$ cat src/rtl/axi4_addr_router.sv
// 1-master to NSLV-slave AXI4 address router with base/mask decode and an
// internal DECERR target; read and write paths each carry one burst at a time.
module axi4_addr_router #(
  parameter int unsigned NSLV   = 2,
  parameter int unsigned ADDR_W = 32,
  parameter int unsigned DATA_W = 32,
  parameter int unsigned ID_W   = 4,
  parameter logic [NSLV*ADDR_W-1:0] SLV_BASE = {32'h8000_0000, 32'h1000_0000},
  parameter logic [NSLV*ADDR_W-1:0] SLV_MASK = {32'hF000_0000, 32'hFFFF_FFF0}
) (
  input  logic                       clk,
  input  logic                       rst,
  input  logic                       m_awvalid,
  output logic                       m_awready,
  input  logic [ADDR_W-1:0]          m_awaddr,
  input  logic [ID_W-1:0]            m_awid,
  input  logic [7:0]                 m_awlen,
  input  logic [2:0]                 m_awsize,
  input  logic [1:0]                 m_awburst,
  input  logic                       m_wvalid,
  output logic                       m_wready,
  input  logic [DATA_W-1:0]          m_wdata,
  input  logic [DATA_W/8-1:0]        m_wstrb,
  input  logic                       m_wlast,
  output logic                       m_bvalid,
  input  logic                       m_bready,
  output logic [1:0]                 m_bresp,
  output logic [ID_W-1:0]            m_bid,
  input  logic                       m_arvalid,
  output logic                       m_arready,
  input  logic [ADDR_W-1:0]          m_araddr,
  input  logic [ID_W-1:0]            m_arid,
  input  logic [7:0]                 m_arlen,
  input  logic [2:0]                 m_arsize,
  input  logic [1:0]                 m_arburst,
  output logic                       m_rvalid,
  input  logic                       m_rready,
  output logic [DATA_W-1:0]          m_rdata,
  output logic [1:0]                 m_rresp,
  output logic                       m_rlast,
  output logic [ID_W-1:0]            m_rid,
  output logic [NSLV-1:0]            s_awvalid,
  input  logic [NSLV-1:0]            s_awready,
  output logic [NSLV*ADDR_W-1:0]     s_awaddr,
  output logic [NSLV*ID_W-1:0]       s_awid,
  output logic [NSLV*8-1:0]          s_awlen,
  output logic [NSLV*3-1:0]          s_awsize,
  output logic [NSLV*2-1:0]          s_awburst,
  output logic [NSLV-1:0]            s_wvalid,
  input  logic [NSLV-1:0]            s_wready,
  output logic [NSLV*DATA_W-1:0]     s_wdata,
  output logic [NSLV*(DATA_W/8)-1:0] s_wstrb,
  output logic [NSLV-1:0]            s_wlast,
  input  logic [NSLV-1:0]            s_bvalid,
  output logic [NSLV-1:0]            s_bready,
  input  logic [NSLV*2-1:0]          s_bresp,
  input  logic [NSLV*ID_W-1:0]       s_bid,
  output logic [NSLV-1:0]            s_arvalid,
  input  logic [NSLV-1:0]            s_arready,
  output logic [NSLV*ADDR_W-1:0]     s_araddr,
  output logic [NSLV*ID_W-1:0]       s_arid,
  output logic [NSLV*8-1:0]          s_arlen,
  output logic [NSLV*3-1:0]          s_arsize,
  output logic [NSLV*2-1:0]          s_arburst,
  input  logic [NSLV-1:0]            s_rvalid,
  output logic [NSLV-1:0]            s_rready,
  input  logic [NSLV*DATA_W-1:0]     s_rdata,
  input  logic [NSLV*2-1:0]          s_rresp,
  input  logic [NSLV-1:0]            s_rlast,
  input  logic [NSLV*ID_W-1:0]       s_rid
);

  localparam int unsigned STRB_W = DATA_W / 8;

  typedef enum logic [1:0] {W_IDLE, W_AW, W_W, W_B} wstate_t;
  typedef enum logic [1:0] {R_IDLE, R_AR, R_R}      rstate_t;

  wstate_t         w_state, w_next;
  rstate_t         r_state, r_next;
  logic [NSLV-1:0] sel_w, sel_r;
  logic            err_w, err_r;
  logic [ID_W-1:0] awid_q, arid_q;
  logic [7:0]      arlen_q, beat_q;

  // Returns {err, one-hot select}; the lowest matching index wins
  function automatic logic [NSLV:0] decode(input logic [ADDR_W-1:0] addr);
    logic [NSLV:0] r;
    logic          found;
    r     = '0;
    found = 1'b0;
    for (int unsigned i = 0; i < NSLV; i++) begin
      if (!found && ((addr & SLV_MASK[i*ADDR_W +: ADDR_W]) == SLV_BASE[i*ADDR_W +: ADDR_W])) begin
        r[i]  = 1'b1;
        found = 1'b1;
      end
    end
    r[NSLV] = !found;
    return r;
  endfunction

  always_ff @(posedge clk) begin
    if (rst) begin
      w_state <= W_IDLE;
      r_state <= R_IDLE;
      sel_w   <= '0;
      sel_r   <= '0;
      err_w   <= 1'b0;
      err_r   <= 1'b0;
      awid_q  <= '0;
      arid_q  <= '0;
      arlen_q <= '0;
      beat_q  <= '0;
    end else begin
      w_state <= w_next;
      r_state <= r_next;
      if (w_state == W_IDLE && m_awvalid) begin
        {err_w, sel_w} <= decode(m_awaddr);
        awid_q         <= m_awid;
      end
      if (r_state == R_IDLE && m_arvalid) begin
        {err_r, sel_r} <= decode(m_araddr);
        arid_q         <= m_arid;
        arlen_q        <= m_arlen;
        beat_q         <= '0;
      end else if (r_state == R_R && m_rvalid && m_rready) begin
        beat_q <= beat_q + 8'd1;
      end
    end
  end

  // Write path: next state and channel routing
  always_comb begin
    w_next    = w_state;
    m_awready = 1'b0;
    m_wready  = 1'b0;
    m_bvalid  = 1'b0;
    m_bresp   = 2'b00;
    m_bid     = '0;
    s_awvalid = '0;
    s_awaddr  = '0;
    s_awid    = '0;
    s_awlen   = '0;
    s_awsize  = '0;
    s_awburst = '0;
    s_wvalid  = '0;
    s_wdata   = '0;
    s_wstrb   = '0;
    s_wlast   = '0;
    s_bready  = '0;
    case (w_state)
      W_IDLE: if (m_awvalid) w_next = W_AW;
      W_AW: begin
        for (int unsigned i = 0; i < NSLV; i++) begin
          s_awaddr[i*ADDR_W +: ADDR_W] = m_awaddr;
          s_awid[i*ID_W +: ID_W]       = m_awid;
          s_awlen[i*8 +: 8]            = m_awlen;
          s_awsize[i*3 +: 3]           = m_awsize;
          s_awburst[i*2 +: 2]          = m_awburst;
        end
        s_awvalid = err_w ? '0 : (sel_w & {NSLV{m_awvalid}});
        m_awready = err_w | (|(s_awready & sel_w));
        if (m_awvalid && m_awready) w_next = W_W;
      end
      W_W: begin
        for (int unsigned i = 0; i < NSLV; i++) begin
          s_wdata[i*DATA_W +: DATA_W] = m_wdata;
          s_wstrb[i*STRB_W +: STRB_W] = m_wstrb;
        end
        s_wlast  = sel_w & {NSLV{m_wlast}};
        s_wvalid = err_w ? '0 : (sel_w & {NSLV{m_wvalid}});
        m_wready = err_w | (|(s_wready & sel_w));
        if (m_wvalid && m_wready && m_wlast) w_next = W_B;
      end
      W_B: begin
        s_bready = err_w ? '0 : (sel_w & {NSLV{m_bready}});
        if (err_w) begin
          m_bvalid = 1'b1;
          m_bresp  = 2'b11;
          m_bid    = awid_q;
        end else begin
          for (int unsigned i = 0; i < NSLV; i++) begin
            if (sel_w[i]) begin
              m_bvalid = s_bvalid[i];
              m_bresp  = s_bresp[i*2 +: 2];
              m_bid    = s_bid[i*ID_W +: ID_W];
            end
          end
        end
        if (m_bvalid && m_bready) w_next = W_IDLE;
      end
      default: w_next = W_IDLE;
    endcase
  end

  // Read path: next state and channel routing; ERR target generates beats locally
  always_comb begin
    r_next    = r_state;
    m_arready = 1'b0;
    m_rvalid  = 1'b0;
    m_rdata   = '0;
    m_rresp   = 2'b00;
    m_rlast   = 1'b0;
    m_rid     = '0;
    s_arvalid = '0;
    s_araddr  = '0;
    s_arid    = '0;
    s_arlen   = '0;
    s_arsize  = '0;
    s_arburst = '0;
    s_rready  = '0;
    case (r_state)
      R_IDLE: if (m_arvalid) r_next = R_AR;
      R_AR: begin
        for (int unsigned i = 0; i < NSLV; i++) begin
          s_araddr[i*ADDR_W +: ADDR_W] = m_araddr;
          s_arid[i*ID_W +: ID_W]       = m_arid;
          s_arlen[i*8 +: 8]            = m_arlen;
          s_arsize[i*3 +: 3]           = m_arsize;
          s_arburst[i*2 +: 2]          = m_arburst;
        end
        s_arvalid = err_r ? '0 : (sel_r & {NSLV{m_arvalid}});
        m_arready = err_r | (|(s_arready & sel_r));
        if (m_arvalid && m_arready) r_next = R_R;
      end
      R_R: begin
        s_rready = err_r ? '0 : (sel_r & {NSLV{m_rready}});
        if (err_r) begin
          m_rvalid = 1'b1;
          m_rresp  = 2'b11;
          m_rid    = arid_q;
          m_rlast  = (beat_q == arlen_q);
        end else begin
          for (int unsigned i = 0; i < NSLV; i++) begin
            if (sel_r[i]) begin
              m_rvalid = s_rvalid[i];
              m_rdata  = s_rdata[i*DATA_W +: DATA_W];
              m_rresp  = s_rresp[i*2 +: 2];
              m_rlast  = s_rlast[i];
              m_rid    = s_rid[i*ID_W +: ID_W];
            end
          end
        end
        if (m_rvalid && m_rready && m_rlast) r_next = R_IDLE;
      end
      default: r_next = R_IDLE;
    endcase
  end

endmodule
$ cat config.mk
export PLATFORM = sky130hd
export DESIGN_NAME = axi4_addr_router
export DESIGN_NICKNAME = d
export VERILOG_FILES = /design/src/rtl/axi4_addr_router.sv
export SDC_FILE = /design/constraint.sdc
export NUM_CORES = 1
export LEC_CHECK = 0
export BUFFER_PORTS_ARGS = -buffer_cell sky130_fd_sc_hd__clkbuf_2
export CAP_MARGIN = 20
export CORE_AREA = 3 3 224 226
export CTS_CLUSTER_SIZE = 30
export DETAILED_ROUTE_END_ITERATION = 10
export DIE_AREA = 0 0 227 229
export HOLD_SLACK_MARGIN = 0.03
export MAX_ROUTING_LAYER = met4
export PLACE_DENSITY = 0.32
export SLEW_MARGIN = 20
export SYNTH_ARGS = -nofsm -noshare
export SYNTH_HDL_FRONTEND = slang
export SYNTH_SLANG_ARGS = --single-unit
$ cat constraint.sdc
create_clock -name clk -period 1.71 [get_ports clk]
set_input_delay 0.171 -clock clk [delete_from_list [all_inputs] [get_ports clk]]
set_output_delay 0.171 -clock clk [all_outputs]
set_load 0.01 [all_outputs]
Word level (Yosys, flattened, before mapping)
Index checks and enable logic that the tools add are counted.
W data, S select, Z words.
{"block": "op_classes", "addsub": 1, "n_eq_ne": 17, "mux": 84, "n_bitwise": 12, "n_reduce_logical": 25}
{"cell": "$mux W64", "n": 3}
{"cell": "$mux W32", "n": 4}
{"cell": "$eq A28 B25 Y1 const B", "n": 2}
{"cell": "$mux W2", "n": 26}
{"cell": "$mux W4", "n": 10}
{"cell": "$mux W1", "n": 32}
{"cell": "$mux W16", "n": 2}
{"cell": "$mux W8", "n": 3}
{"cell": "$and A2 B2 Y2", "n": 9}
{"cell": "$logic_and A1 B1 Y1", "n": 13}
{"cell": "$mux W6", "n": 2}
{"cell": "$ne A2 B2 Y1 const B", "n": 6}
{"cell": "$add A8 B1 Y8 const B", "n": 1}
{"cell": "$eq A4 B4 Y1 const B", "n": 2}
{"cell": "$eq A8 B8 Y1", "n": 1}
{"cell": "$pmux W2 S4", "n": 1}
{"cell": "$reduce_or A2 Y1", "n": 4}
{"cell": "$eq A2 B2 Y1 const B", "n": 3}
{"cell": "$pmux W2 S3", "n": 1}
{"cell": "$eq A2 B1 Y1 const B", "n": 2}
{"cell": "$logic_not A1 Y1", "n": 4}
{"cell": "$logic_not A2 Y1", "n": 2}
{"cell": "$reduce_and A4 Y1", "n": 1}
{"cell": "$or A1 B1 Y1", "n": 3}
{"cell": "2 further kinds", "n": 2}
{"block": "word_totals", "reg_bits": 34, "inputBits": 242, "out_inout_bits": 330}

Depth between registers and ports, before layout
Gate-level depths: netlist of run 1.
{"block": "logic_depth", "depth_word": 10, "depth_mapped": 7}

Worst setup path before layout of run 1
OpenSTA, ideal clock, no wires.
{"block": "synth_path", "kind": "reg2reg", "start": "register w_state[0]", "end": "register w_state[0]", "setup_ns": 0.072, "arrival_time_ns": 1.656, "slack_ns": -0.018, "path_stages_with_launch": 8, "path_buffers": 1, "cell_sequence": "dfxtp_1 -> inv_1 -> ha_1 -> buf_2 -> o21ba_2 -> a211o_1 -> a221oi_2 -> mux2i_1"}
{"block": "synth_between", "elab_chain_cells": 3}
{"item": "from (decl)", "line_no": "78", "source": "wstate_t w_state, w_next;"}
{"item": "from (signal assigned)", "line_no": "114", "source": "w_state <= w_next;"}
{"item": "$eq A2 B2 Y1 (tied with other cells)", "line_no": "150", "source": "case (w_state)"}
{"item": "$ne A2 B2 Y1 (no line)"}
{"item": "$reduce_and A4 Y1 (no line)"}
Parallel ways exist; a longest one is shown, timed or not.
A chain may end at the register's enable or synchronous reset.

Worst setup path in the final report of run 1
{"block": "layout_path", "start": "register beat_q[5]", "end": "output port m_rlast"}
{"block": "layout_between", "elab_chain_cells": 4}
{"item": "from (decl)", "line_no": "83", "source": "logic [7:0] arlen_q, beat_q;"}
{"item": "from (signal assigned)", "line_no": "126", "source": "beat_q <= beat_q + 8'd1;"}
{"item": "$eq A8 B8 Y1", "line_no": "231", "source": "m_rlast = (beat_q == arlen_q);"}
{"item": "$mux W1", "line_no": "227", "source": "if (err_r) begin"}
{"item": "$mux W1 (2 in series)", "line_no": "211", "source": "case (r_state)"}
{"item": "to (decl)", "line_no": "40", "source": "output logic m_rlast,"}
Every way passes these cells. The select of a mux whose other input is x is not followed.

==> flow_summary.yaml, run 1 <==
floorplanning:
  core-area_um2: 48500
  die_area_um2: 52000
  die_h_um: 229
  start_util_pct: 9.17
  io_pins: 572
  rows: 81
  die-width_um: 227
worst_setup_path:
  critPathMaxStageDelay_ns: 0.33
  crit_buf_inv: 2
  crit_type: "reg2out"
  worst_setup_path_start_kind: "register"
  critPathRequiredTime_ns: 1.54
  path_delay_family: "simple AND/OR/NAND/NOR gates"
  crit_path_cell_trace: "xor2_1, nor4_2, buf_4, nand3_2, a21oi_2, clkbuf_8"
  cp.arrival_ns: 1.77
  cpMaxStageDelayCell: "nor4_2"
  cp_max_fo: 2
  critPathCaptureType: "primary output"
cells_and_area:
  drive_gt1_share_pct: 75.6
  final.fill_count: 5372
  seqCellArea_um2: 702
  multi_input_area_um2: 3150
  final_net_count: 1344
  area_delta_synth_final_pct: 120
timing:
  worstMarginPinSlew_ns: 0.597
  relSlewSlack_pct: 59.7
  final.min_clock_period_ns: 1.94
  worst_slack_ns: -0.228
  finalHoldViolations: 0
  fmax_mhz: 516
  finClkSkew_ns: 0.00469
  setup_viol: 107
  tns_ns: -7.29
  timing.final.max_slew_violations: 0
  fin_crit_sh_pct: 113
  rsz0062_at_grt: "true"
clock_network:
  cts_tree: "yes"
  cts_sinks: 34
  cts_root_buf: "clkbuf_16"
  h-tree-depth: 2
  hold_buffers: 0
  cts_made_buffers: 5
  clock_insertion_delay_worst_skew_ns: 0.30
  clock_path_buffers: 2
  path_clk_slew_ns: 0.06
drt:
  num_vias: 6165
  drt-vias-per-instance: 3.58
  drc: 0
  drt_wl_total_um: 31500
  postRouteAntennaNets: 0
  firstDrtPassIters: 4
  first_iter_violations: 167
  wl_per_cell_um: 18.3
yosys:
  ys_seq_elements: 34
  ys_seq_area_share_pct: 15.3
  synth_nets: 859
  synth_cells: 611
  async_flop_share_pct: 0
  synth_warnings: 0
  synth_area_um2: 4450
  synth_cell_types: 49
  syn_avg_cell_area_um2: 7.28
  yosys_most_used_dff: "dfxtp_1"
  synth_edf_count: 0
global_routing:
  track_usage_pct: 11.0
  antenna_found_initial: 4
  grt_overflow: 0
  grt_pass1_vias: 6107
  grt_pass1_wl_um: 40300
  grt_max_degree: 32
run:
  maxCapViolations: 0
power_and_ir_drop:
  p_per_area_nw_per_um2: 748
  p_leak_nw: 4.92
  peakVddDrop_v: 0.000278
min_path:
  hold_path_class: "in2reg"
placement:
  place_ws_ns: -0.0152
  hpwl_um: 24200
  routabilityCongestion: 0.793
  port_buffers: 571
status:
  violations: "negative setup slack"
  status: "finished with violations"
==> metrics by stage <==
stage	hold slack, ns	cells	utilization (%)	power [mW]	area, µm²
after detailed placement	0.429	1680	15.1	4.36	7320
final	0.132	1722	20.1	7.30	9770
after global placement	0.423	1680	15.1	4.38	7320
after floorplan	0.307	611	-	3.22	4450
after global routing	0.126	1721	20.1	7.80	9770
after CTS	0.107	1710	17.2	6.05	8350
==> repair_timing <==
action | 4_1_cts | 5_1_grt
setup buffers | 13 | 7
endpoints found under the setup margin | 237 | 178
resized for setup | 141 | 510
pin swaps | 42 | 26
gates cloned | 10 | 7
==> cells in the mapped netlist (9+ instances only) <==
cell,n,area share [%]
nand2b_1,9,1.3
nor2b_1,9,1.3
buf_4,135,23
nand3_1,10,1.1
clkbuf_1,24,2.0
a22o_1,32,6.3
a21oi_1,24,2.7
nand2_1,52,4.4
and2_1,138,19
dfxtp_1,34,15
o21ai_0,11,1.2
nor4_1,15,2.1
a22oi_1,9,1.5
nor2_1,25,2.1
==> state kept, by name, indices dropped and copies added (netlist names) <==
| register | count |
|---|---|
| err_w | 1 |
| arid_q | 4 |
| sel_w | 2 |
| beat_q | 8 |
| sel_r | 2 |
| arlen_q | 8 |
| err_r | 1 |
| awid_q | 4 |
| r_state | 2 |
| w_state | 2 |
==> power by group <==
group | switching (mW) | internal, mW | total, mW
combinational | 2.47 | 2.92 | 5.39
clock | 0.395 | 0.578 | 0.973
sequential | 0.0752 | 0.867 | 0.943
==> kinds of logic after synthesis <==
family          share of synthesized area (%)
buf+inv                                  26.7
fa+ha+maj                                1.69
simple gates                             36.0
xor+xnor                                 2.95
compound gates                           16.7
mux                                     0.675
flops                                    15.3
==> routing by layer <==
layer	track usage, %	vias up	routed length, µm
met1	10.7	2873	11000
met2	21.4	365	17600
met3	2.59	23	2370
li1	-	2904	-
met5	-	-	0
met4	2.78	0	490
==> cell type report <==
cell class | instances | share of cell area [%]
clock inverters | 2 | 0.128
flip-flops and latches | 34 | 7.18
multi-input cells | 405 | 32.2
inverters | 3 | 0.166
repair buffers | 647 | 50.8
clock buffers | 6 | 1.42
well taps | 622 | 7.97
diodes | 3 | 0.0768
==> worst register-to-register path: cells and delay by family (launching register included) <==
| kind | cells | cell delay (ns) |
|---|---|---|
| compound gates | 3 | 0.70 |
| fa+ha+maj | 1 | 0.21 |
| buf+inv | 1 | 0.06 |
| flops | 1 | 0.40 |
| mux | 1 | 0.22 |
==> cell usage in the layout, fill, tap and decap left out, drive strengths merged, types with 2 or more instances in the layout <==
| master | n |
|---|---|
| nand2 | 52 |
| nor2b | 9 |
| a2111oi | 2 |
| buf | 301 |
| inv | 3 |
| ha | 6 |
| a21o | 2 |
| nor4 | 15 |
| xor2 | 8 |
| dfxtp | 34 |
| o21ai | 11 |
| xnor2 | 7 |
| diode | 3 |
| nand2b | 9 |
| nor3 | 3 |
| nand4 | 4 |
| nand3b | 2 |
| a22o | 32 |
| nand3 | 10 |
| a21oi | 26 |
| and2 | 138 |
| a211oi | 4 |
| a221oi | 8 |
| nor2 | 25 |
| or3 | 2 |
| nor4b | 4 |
| mux2i | 3 |
| a22oi | 9 |
| clkbuf | 352 |
| and3 | 2 |
==> path summary, 6_finish.rpt <==
| kind | from | end | slack, ns | cells past startpoint |
|---|---|---|---|---|
| max | beat_q[5] | m_rlast | -0.23 | 6 |
| min | m_arid[1] | arid_q[1] | 0.13 | 3 |
| max reg2reg | w_state[0] | w_state[1] | 0.04 | 6 |
| min reg2reg | awid_q[1] | awid_q[1] | 0.45 | 2 |
Power figures use the tool's default switching activity.
==> run 2, diff against run 1 <==
--- a/config.mk
+++ b/config.mk
@@ -11,9 +11,10 @@
 export CTS_CLUSTER_SIZE = 30
 export DETAILED_ROUTE_END_ITERATION = 10
 export DIE_AREA = 0 0 227 229
+export GPL_ROUTABILITY_DRIVEN = 0
 export HOLD_SLACK_MARGIN = 0.03
 export MAX_ROUTING_LAYER = met4
-export PLACE_DENSITY = 0.32
+export PLACE_DENSITY_LB_ADDON = 0.05
 export SLEW_MARGIN = 20
 export SYNTH_ARGS = -nofsm -noshare
 export SYNTH_HDL_FRONTEND = slang
==> flow_summary.yaml, run 2 (same netlist as run 1, synthesis figures left out) <==
status:
  status: "finished with violations"
  violations: "negative setup slack"
worst_setup_path:
  r2r-end: "w_state[1]"
  critPathLaunch: "r_state[1]"
  critPathRequiredTime_ns: 1.54
  regToRegStartpoint: "w_state[0]"
  crit_type: "reg2out"
  critPathCaptureType: "primary output"
  ff2ff_setup_slack_ns: 0.08
  rr_worst_depth: 6
  cpMaxStageDelayCell: "dfxtp_2"
  cp.arrival_ns: 1.69
  worst_setup_path_start_kind: "register"
  crit_path_cell_trace: "or2b_4, nor3_4, buf_12, clkbuf_16, a22o_1, buf_2"
  critPathMaxStageDelay_ns: 0.33
  path_delay_family: "simple AND/OR/NAND/NOR gates"
  cp_max_fo: 9
  crit_buf_inv: 3
timing:
  rsz0062_at_grt: "true"
  setup_viol: 92
  relSlewSlack_pct: 62.4
  holdWs_ns: 0.126
  finClkSkew_ns: 0.00761
  worstMarginPinSlew_ns: 0.564
  worst_slack_ns: -0.151
  finalHoldViolations: 0
  fmax_mhz: 537
  fin_crit_sh_pct: 109
  final.min_clock_period_ns: 1.86
  timing.final.max_slew_violations: 0
clock_network:
  clock_insertion_delay_worst_skew_ns: 0.29
  h-tree-depth: 2
  cts_sinks: 34
  path_clk_slew_ns: 0.06
  clock_path_buffers: 2
  cts_root_buf: "clkbuf_16"
  cts_made_buffers: 5
  cts_tree: "yes"
floorplanning:
  die_area_um2: 52000
  rows: 81
  core-area_um2: 48500
  die-width_um: 227
  start_util_pct: 9.17
  die_h_um: 229
  io_pins: 572
min_path:
  whs_endpoint: "arlen_q[3]"
  hold_path_class: "in2reg"
  holdPathStages: 3
  holdCritStartpoint: "m_arlen[3]"
power_and_ir_drop:
  peakVddDrop_v: 0.000316
  finalPower_mw: 6.07
  p_leak_nw: 4.61
  p_per_area_nw_per_um2: 667
global_routing:
  grt_pass1_wl_um: 39400
  grt_overflow: 0
  grt_pass1_vias: 6086
  grt_max_degree: 32
  antenna_found_initial: 4
  track_usage_pct: 10.5
drt:
  postRouteAntennaNets: 0
  firstDrtPassIters: 4
  drt_wl_total_um: 28800
  first_iter_violations: 135
  drc: 0
  num_vias: 5936
  drt-vias-per-instance: 3.47
  wl_per_cell_um: 16.8
cells_and_area:
  mostFrequentLayoutCells: "clkbuf_2, and2_1, buf_6, and2_4, nand2_1"
  area_delta_synth_final_pct: 105
  final_common_cell: "clkbuf_2"
  top_regs: "arlen_q (8), beat_q (8)"
  postLayoutCoreUtil_pct: 18.7
  drive_gt1_share_pct: 68.9
  fin_area_um2: 9100
  final_net_count: 1334
placement:
  postPlaceCellArea_um2: 7270
  place_ws_ns: -0.0218
  port_buffers: 571
  hpwl_um: 23600
run:
  maxCapViolations: 0
## run 2: how the worst max path moves through the flow
stage,slack [ns],cells past startpoint,end
after floorplan,0.0006,7,w_state[0]
after global routing,-0.24,6,m_rlast
final,-0.15,6,m_rdata[25]
after global placement,-0.02,6,w_state[1]
after detailed placement,-0.02,6,w_state[0]
after CTS,-0.22,6,m_rlast
## run 2: area by class of cell
type	count	area, µm²
Inverter	3	16.3
Sequential cell	34	707
Clock buffer	6	139
Timing Repair Buffer	637	4530
Fill cell	5539	39400
Multi-Input combinational cell	405	2910
Antenna cell	4	10.0
Clock inverter	2	12.5
Tap cell	622	778
## run 2: worst min-delay path: cells and delay by family
kind | cells | cell delay, ns
buffers and inverters | 1 | 0.10
AO/OA/AOI/OAI | 1 | 0.05
AND/OR/NAND/NOR | 1 | 0.05
## run 2: power by group
group	leakage (nW)	switching [mW]	internal (mW)
clock	0.0729	0.393	0.578
sequential	0.284	0.0707	0.863
combinational	4.25	2.14	2.02
## run 2: repair_timing
item | in CTS | in global routing
pin swaps | 43 | 28
cloned | 8 | 3
resized for setup | 147 | 245
hold buffers | 0 | 0
setup endpoints to repair | 305 | 224
buffers inserted | 13 | 7
## run 2: metal layers
metal | global-route usage, % | vias up | routed length [µm]
met1 | 11.3 | 2716 | 10900
li1 | - | 2891 | -
met5 | - | - | 0
met2 | 19.4 | 321 | 15100
met4 | 1.45 | 0 | 223
met3 | 3.08 | 8 | 2590
## run 2: stage by stage
stage / std cells / TNS [ns]
finish: 1713 / -5.79
CTS: 1703 / -16.63
detailed placement: 1674 / -0.0421
global route: 1713 / -15.39
floorplan: 611 / 0
global placement: 1674 / -0.0291
==> run 3, diff against run 2 <==
--- a/config.mk
+++ b/config.mk
@@ -5,12 +5,13 @@
 export SDC_FILE = /design/constraint.sdc
 export NUM_CORES = 1
 export LEC_CHECK = 0
+export ABC_AREA = 1
 export BUFFER_PORTS_ARGS = -buffer_cell sky130_fd_sc_hd__clkbuf_2
 export CAP_MARGIN = 20
-export CORE_AREA = 3 3 224 226
+export CORE_AREA = 3 3 222 224
 export CTS_CLUSTER_SIZE = 30
 export DETAILED_ROUTE_END_ITERATION = 10
-export DIE_AREA = 0 0 227 229
+export DIE_AREA = 0 0 225 227
 export GPL_ROUTABILITY_DRIVEN = 0
 export HOLD_SLACK_MARGIN = 0.03
 export MAX_ROUTING_LAYER = met4
==> flow_summary.yaml, run 3 <==
floorplanning:
  io_pins: 572
  start_util_pct: 10.0
  die_h_um: 227
  rows: 80
  core-area_um2: 47500
  die-width_um: 225
  die_area_um2: 51100
worst_setup_path:
  worst_setup_path_start_kind: "register"
  regToRegStartpoint: "sel_r[1]"
  rr_worst_depth: 7
  cp.arrival_ns: 1.51
  critPathRequiredTime_ns: 1.54
  cp_max_fo: 8
  r2r-end: "beat_q[4]"
  ff2ff_setup_slack_ns: 0.21
  crit_type: "reg2out"
  critPathCaptureType: "primary output"
power_and_ir_drop:
  p_per_area_nw_per_um2: 895
  peakVddDrop_v: 0.000300
  p_leak_nw: 5.17
clock_network:
  cts_tree: "yes"
  cts_root_buf: "clkbuf_16"
  clock_path_buffers: 2
  clock_insertion_delay_worst_skew_ns: 0.30
  path_clk_slew_ns: 0.07
  cts_sinks: 34
  cts_made_buffers: 5
  h-tree-depth: 2
  hold_buffers: 0
yosys:
  yosys-top-cells-count: "nand2_1, inv_1, buf_4, nor2_1, a21oi_1"
  synth.area.top_cells: "buf_4, nand2_1, dfxtp_1"
  netlist.area_leader.share_pct: 21.4
  synth_most_common_cell: "nand2_1"
  ys_seq_elements: 34
  synth_edf_count: 0
  yosys.area.top_type: "buf_4"
  synth_nets: 1125
  ys_seq_area_share_pct: 14.3
  synth_area_um2: 4770
  synth_warnings: 0
  yosys_most_used_dff: "dfxtp_1"
  synth_cells: 877
  synth_cell_types: 41
  async_flop_share_pct: 0
  syn_avg_cell_area_um2: 5.44
timing:
  worstMarginPinSlew_ns: 0.528
  timing.final.max_slew_violations: 0
  setup_viol: 0
  fmax_mhz: 594
  finalHoldViolations: 0
  relSlewSlack_pct: 64.5
  fin_crit_sh_pct: 98.4
  holdWs_ns: 0.120
  rsz0062_at_grt: "true"
  final.min_clock_period_ns: 1.68
  finClkSkew_ns: 0.00873
  tns_ns: 0
global_routing:
  grt_max_degree: 48
  grt_pass1_vias: 6538
  grt_overflow: 0
  grt_pass1_wl_um: 42700
  antenna_found_initial: 2
  track_usage_pct: 11.6
min_path:
  holdPathStages: 3
  whs_endpoint: "arlen_q[3]"
  hold_path_class: "in2reg"
  holdCritStartpoint: "m_arlen[3]"
cells_and_area:
  seqCellArea_um2: 713
  final.fill_count: 5589
  final_common_cell: "clkbuf_2"
  final_net_count: 1576
  drive_gt1_share_pct: 56.9
  mostFrequentLayoutCells: "clkbuf_2, nand2_1, inv_1, nor2_1, buf_2"
  area_delta_synth_final_pct: 79.7
  fin_area_um2: 8570
  multi_input_area_um2: 2510
  top_regs: "arlen_q (8), beat_q (8)"
placement:
  hpwl_um: 27600
  postPlaceCellArea_um2: 7510
  port_buffers: 571
drt:
  num_vias: 6734
  drt_wl_total_um: 32800
  postRouteAntennaNets: 0
  first_iter_violations: 168
  wl_per_cell_um: 16.9
  drc: 0
  drt-vias-per-instance: 3.46
  firstDrtPassIters: 4
run:
  maxCapViolations: 0
status:
  status: "completed"
-- run 3: through the flow --
step                setup slack [ns]  power (mW)  cells  util (%)
floorplan                      0.237        3.90    877         -
global placement               0.122        5.46   1920      15.8
detailed placement            0.0812        5.37   1920      15.8
CTS                          -0.0602        7.04   1931      16.7
global route                  -0.124        8.32   1946      18.0
finish                        0.0271        7.67   1946      18.0
-- run 3: cells by family after synthesis --
logic type               Yosys count  share of synthesized area (%)
AND/OR/NAND/NOR                  377                           32.5
buffers and inverters            349                           38.6
AO/OA/AOI/OAI                    108                           12.5
flip-flops                        34                           14.3
adder cells (fa/ha/maj)            6                           1.57
XOR/XNOR                           3                          0.551
-- run 3: critical path, cell delays in order, from the launching register on --
cell and delay (ns):
dfxtp_4 0.38, buf_4 0.17, nand3_1 0.09, nand2_1 0.10
o21bai_1 0.13, inv_1 0.09, nor2_4 0.14, buf_6 0.11
-- run 3: worst max-delay path by stage --
stage | from | endpoint | slack, ns
after global placement | beat_q[1] | m_rlast | 0.12
after global routing | arlen_q[7] | m_rlast | -0.12
after floorplan | w_state[1] | s_awid[4] | 0.24
after CTS | beat_q[1] | m_rlast | -0.06
after detailed placement | beat_q[1] | m_rlast | 0.08
final | sel_r[1] | m_rlast | 0.03
-- run 3: layout make-up --
class / instances / share of cell area (%)
Tap cell: 615 / 8.98
Multi-Input combinational cell: 494 / 29.3
Clock inverter: 3 / 0.803
Timing Repair Buffer: 613 / 43.0
Clock buffer: 5 / 1.46
Sequential cell: 34 / 8.32
Antenna cell: 2 / 0.0584
Inverter: 180 / 8.04
-- run 3: per-layer routing --
layer / share of wire, % / GRT usage, % / routed length (µm)
met2: 55 / 22.4 / 17900
met1: 37 / 12.1 / 12000
met3: 7.2 / 2.68 / 2360
met5: 0 / - / 0
met4: 1.5 / 2.42 / 479
-- run 3: timing repair --
action / in CTS / in global routing
resized for setup: 52 / 255
setup buffers: 1 / 5
gates cloned: 2 / 8
endpoints found under the hold margin: 0 / 0
endpoints found under the setup margin: 234 / 147
pin swaps: 1 / 10
-- run 3: report_power, final --
group | internal, mW | switching, mW
registers | 0.902 | 0.111
logic | 2.38 | 3.00
clock network | 0.840 | 0.435
total | 4.13 | 3.55
